===== src/rtl/coo_enc_hls_deadlock_report.sv =====
`timescale 1ns/1ps
// Debounces the coo_enc dataflow monitor's `block` flag into a sticky deadlock event,
// snapshots the AXIS/idle vectors with a timestamp, and offers them on a valid/ready channel.
module coo_enc_hls_deadlock_report #(
  parameter int unsigned THRESHOLD = 16,
  parameter int unsigned TS_W      = 32,
  parameter int unsigned EVT_W     = 8
) (
  input  logic             clock,
  input  logic             reset,
  input  logic             block,
  input  logic [3:0]       axis_block_sigs,
  input  logic [4:0]       inst_idle_sigs,
  input  logic             clear,
  input  logic             report_ready,
  output logic             report_valid,
  output logic [3:0]       report_axis,
  output logic [4:0]       report_idle,
  output logic [TS_W-1:0]  report_ts,
  output logic             deadlock_detected,
  output logic [EVT_W-1:0] event_count
);

  typedef enum logic [1:0] {
    S_IDLE,
    S_ARMED,
    S_REPORT,
    S_LATCHED
  } state_e;

  localparam logic [15:0] CNT_LAST = 16'(THRESHOLD - 1);

  state_e           state_q, state_d;
  logic [15:0]      cnt_q, cnt_d;
  logic [TS_W-1:0]  ts_q, ts_d;
  logic             valid_q, valid_d;
  logic [3:0]       axis_q, axis_d;
  logic [4:0]       idle_q, idle_d;
  logic [TS_W-1:0]  rts_q, rts_d;
  logic             det_q, det_d;
  logic [EVT_W-1:0] evt_q, evt_d;

  always_comb begin
    // NOTE: every _d starts from its _q so no path through this block can infer a latch.
    state_d = state_q;
    cnt_d   = cnt_q;
    ts_d    = ts_q + TS_W'(1);
    valid_d = valid_q;
    axis_d  = axis_q;
    idle_d  = idle_q;
    rts_d   = rts_q;
    det_d   = det_q;
    evt_d   = evt_q;

    // Acknowledge wins over a same-cycle detection or handshake; payload and count survive it.
    if (clear) begin
      state_d = S_IDLE;
      cnt_d   = '0;
      valid_d = 1'b0;
      det_d   = 1'b0;
    end else begin
      unique case (state_q)
        S_IDLE: begin
          if (block) begin
            state_d = S_ARMED;
            cnt_d   = 16'd1;
          end
        end
        S_ARMED: begin
          if (!block) begin
            state_d = S_IDLE;
            cnt_d   = '0;
          end else if (cnt_q == CNT_LAST) begin
            state_d = S_REPORT;
            cnt_d   = '0;
            axis_d  = axis_block_sigs;
            idle_d  = inst_idle_sigs;
            rts_d   = ts_q;
            valid_d = 1'b1;
            det_d   = 1'b1;
            if (evt_q != {EVT_W{1'b1}}) evt_d = evt_q + EVT_W'(1);
          end else begin
            cnt_d = cnt_q + 16'd1;
          end
        end
        S_REPORT: begin
          if (valid_q && report_ready) begin
            state_d = S_LATCHED;
            valid_d = 1'b0;
          end
        end
        S_LATCHED: ;
        default: state_d = S_IDLE;
      endcase
    end
  end

  // NOTE: state registers use non-blocking assignments so every flop samples pre-edge values.
  always_ff @(posedge clock) begin
    if (reset) begin
      state_q <= S_IDLE;
      cnt_q   <= '0;
      ts_q    <= '0;
      valid_q <= 1'b0;
      axis_q  <= '0;
      idle_q  <= '0;
      rts_q   <= '0;
      det_q   <= 1'b0;
      evt_q   <= '0;
    end else begin
      state_q <= state_d;
      cnt_q   <= cnt_d;
      ts_q    <= ts_d;
      valid_q <= valid_d;
      axis_q  <= axis_d;
      idle_q  <= idle_d;
      rts_q   <= rts_d;
      det_q   <= det_d;
      evt_q   <= evt_d;
    end
  end

  assign report_valid      = valid_q;
  assign report_axis       = axis_q;
  assign report_idle       = idle_q;
  assign report_ts         = rts_q;
  assign deadlock_detected = det_q;
  assign event_count       = evt_q;

endmodule


===== config.mk =====
export PLATFORM = sky130hd
export DESIGN_NAME = coo_enc_hls_deadlock_report
export DESIGN_NICKNAME = d
export VERILOG_FILES = /design/src/rtl/coo_enc_hls_deadlock_report.sv
export SDC_FILE = /design/constraint.sdc
export NUM_CORES = 1
export LEC_CHECK = 0
export ABC_AREA = 1
export CAP_MARGIN = 20
export CORE_MARGIN = 3
export CORE_UTILIZATION = 55
export CTS_CLUSTER_SIZE = 30
export DETAILED_ROUTE_END_ITERATION = 8
export PLACE_DENSITY = 0.8
export SYNTH_ARGS = -nofsm -noshare
export SYNTH_HDL_FRONTEND = slang
export SYNTH_SLANG_ARGS = --single-unit

===== constraint.sdc =====
create_clock -name clock -period 2 [get_ports clock]
set_input_delay 0.4 -clock clock [delete_from_list [all_inputs] [get_ports clock]]
set_output_delay 0.4 -clock clock [all_outputs]
set_load 0.1 [all_outputs]

==> results.cfg <==
[floorplan]
dieArea_sq_um = 10070
rows = 33
die_x_microns = 100.4
die_h_microns = 100.4
start_util = 0.5814
core_area_sq_um = 8423
io_pins = 65

[timing]
period_needed_ns = 1.767
setup_ws_ns = 0.2333
clock_skew_ns = 0.01548
worst_pin_slew_ns = 0.4677
fin_crit_sh = 0.8834
rsz0062_at_grt = no
setup_viol = 0
relSlewSlack = 0.6882
fmax_mhz = 566.0
drv_slew = 0
fin_tns_setup_ns = 0
whs_ns = 0.4821
finalHoldViolations = 0

[global_routing]
grt_pass1_vias = 4415
antenna_found_initial = 0
grt_first_pass_wirelength_microns = 20440
grtUsageTotal = 0.2452
grt_max_degree = 45
grt-ovfl-total = 0

[power]
p_int_mw = 2.593
clockPowerShare = 0.364
power_switching_mw = 0.8585
switching_share = 0.2487
comb_power_share = 0.049
vdd_drop_max_mv = 0.3809
power_density_nw_per_um2 = 601.0
leakagePower_nw = 2.200
seqPwrFrac = 0.587

[placement]
gp_congestion = 0.8969
port_buffers = 64
pre_cts_slack_ns = 0.09297
dp_hpwl_microns = 8836

[critical_path]
cp_slowest_stage_delay_ns = 0.41
cpMaxStageDelayCell = dfxtp_1
end_kind = flop
cp-start-kind = flop
path_class = flop to flop
arrival_ns = 2.06
worstPathCellList = ha_1 -> nand2_1 -> inv_2 -> nand2_1 -> nor2_4 -> nand2_4 -> nor2_4 -> buf_4 -> a21oi_1 -> nor2_1
path_max_fanout = 17
required_ns = 2.29

[drt]
routed_wl_microns = 12050
wl_met2_microns = 5794
vias = 4737
firstDrtPassIters = 5
detail_route.drc_violations = 0
wl_met1_microns = 5453
avgViaCountPerCell = 5.420
wl_met3_microns = 641
dr.max_layer_used = met4
wl_per_cell_microns = 13.78
antenna_left = 0
drtIter0Drc = 242

[outcome]
status = complete, no violations

[logic_synthesis]
syn_avg_cell_area_sq_um = 6.986
netlist_area_sq_um = 4897
ys_types = 32
synth_area_leaders = dfxtp_1 41%, nand2_1 10%, nor2_1 9.4%, a21oi_1 8.5%, o21ai_0 5.4%
ys_warn_count = 0
yosysTopAreaCell = dfxtp_1
syn_inst = 701
yosysSeqAreaShare = 0.4129
ys_ff_latch = 101
syn_nets = 723
synth_top_area_frac = 0.4129

[layout]
num-nets-final = 786
insertedDiodeCount = 0
drive_gt1_frac = 0.1482
areaGrowthSynthToFinish_pct = 17.27

[clock_tree]
cts_setup_buffers = 0
ctsHtreeMaxLevel = 3
cts_tree = yes
clock_latency_ns = 0.36
path_clk_slew_ns = 0.10
numCtsBuffers = 9
ctsHoldBuffers = 0
cts_sinks = 101
cts_root_buffer = clkbuf_8
cts_buffer_depth = 2
ctsResizeCount = 0

[job]
max_cap_violations = 0

[hold_path]
hp-class = flop to flop
layout make-up:
class                           instances  area, sq um
Multi-Input combinational cell        510         2489
Fill cell                             736         2680
Inverter                               64        240.2
Timing Repair Buffer                   78        668.1
Clock buffer                           10        137.6
Clock inverter                          6        52.55
Sequential cell                       101         2024
Tap cell                              105        131.4
final timing paths:
kind | slack, ns | endpoint | from | cells past startpoint
max | 0.23 | report_ts[22]$_SDFFE_PP0P_ | cnt_q[0]$_SDFFE_PP0P_ | 10
min | 0.48 | cnt_q[6]$_SDFFE_PP0P_ | cnt_q[6]$_SDFFE_PP0P_ | 2
max reg2reg | 0.23 | report_ts[22]$_SDFFE_PP0P_ | cnt_q[0]$_SDFFE_PP0P_ | 10
min reg2reg | 0.48 | cnt_q[6]$_SDFFE_PP0P_ | cnt_q[6]$_SDFFE_PP0P_ | 2
layout by cell type, fill, tap and decap left out, drive strengths merged, types with 13 or more instances in the layout:
master / count
o21ai: 54
nor3: 17
nand3: 38
inv: 67
nor2: 133
dfxtp: 101
clkdlybuf4s50: 13
buf: 65
a21oi: 83
nand2: 136
cells by family (layout without fill, tap and decap cells):
| kind of cell | count (synthesis) | after routing | share of synthesized area |
|---|---|---|---|
| AO/OA/AOI/OAI | 142 | 142 | 0.1474 |
| AND/OR/NAND/NOR | 349 | 349 | 0.3206 |
| buffers and inverters | 90 | 158 | 0.07895 |
| adder cells (fa/ha/maj) | 8 | 8 | 0.02044 |
| flip-flops | 101 | 101 | 0.4129 |
| XOR/XNOR | 11 | 11 | 0.01967 |
power groups by stage:
stage | Combinational, mW | Sequential, mW | Clock, mW
5_1_grt | 0.188 | 2.03 | 1.36
2_1_floorplan | 0.102 | 2.07 | 0
6_report | 0.170 | 2.03 | 1.26
3_5_place_dp | 0.168 | 2.07 | 0
3_3_place_gp | 0.162 | 2.07 | 0
4_1_cts | 0.168 | 2.03 | 1.29
critical path, delay by kind of cell, from the launching register on:
kind / cells / cell delay (ns)
simple gates: 6 / 0.65
flops: 1 / 0.41
buf+inv: 2 / 0.35
fa+ha+maj: 1 / 0.21
compound gates: 1 / 0.09
routing by layer:
layer	vias up	track usage
met5	-	0
met4	0	0.07979
met3	16	0.04170
met2	144	0.4149
met1	2168	0.3176
li1	2409	-
synth_stat cells:
| library cell | number |
|---|---|
| nand2_1 | 132 |
| nand2_2 | 3 |
| buf_4 | 2 |
| xnor2_1 | 4 |
| nor4_1 | 1 |
| nand3b_1 | 6 |
| nor2_1 | 122 |
| nor3b_1 | 5 |
| ha_1 | 8 |
| nand3_1 | 35 |
| nor2_4 | 4 |
| inv_1 | 58 |
| nand4_1 | 9 |
| a21oi_1 | 83 |
| inv_2 | 6 |
| xor2_1 | 7 |
| nor3_1 | 12 |
| nor3b_2 | 2 |
| clkbuf_1 | 16 |
| dfxtp_1 | 101 |
| o21ai_0 | 53 |
| buf_2 | 3 |
| buf_6 | 5 |
| o21a_1 | 2 |
| a31oi_1 | 1 |
| nand2_4 | 1 |
| o21ai_1 | 1 |
| nor2_2 | 7 |
| o21bai_1 | 2 |
| nand3_2 | 3 |
| nor3_2 | 5 |
| and3_1 | 2 |
registers in the layout, indices dropped and copies added, names as in the netlist:
register           count
report_ts             32
ts_q                  32
cnt_q                 16
event_count            8
report_idle            5
report_axis            4
state_q                2
deadlock_detected      1
report_valid           1
stage by stage:
step                power, mW  area [sq um]  cells    util
detailed placement      2.240          5553    858  0.6592
floorplan               2.172          4900    701       -
finish                  3.452          5743    874  0.6818
CTS                     3.479          5743    874  0.6818
global placement        2.234          5553    858  0.6592
global route            3.573          5743    874  0.6818
No activity file was read; power rests on OpenSTA's default activity.
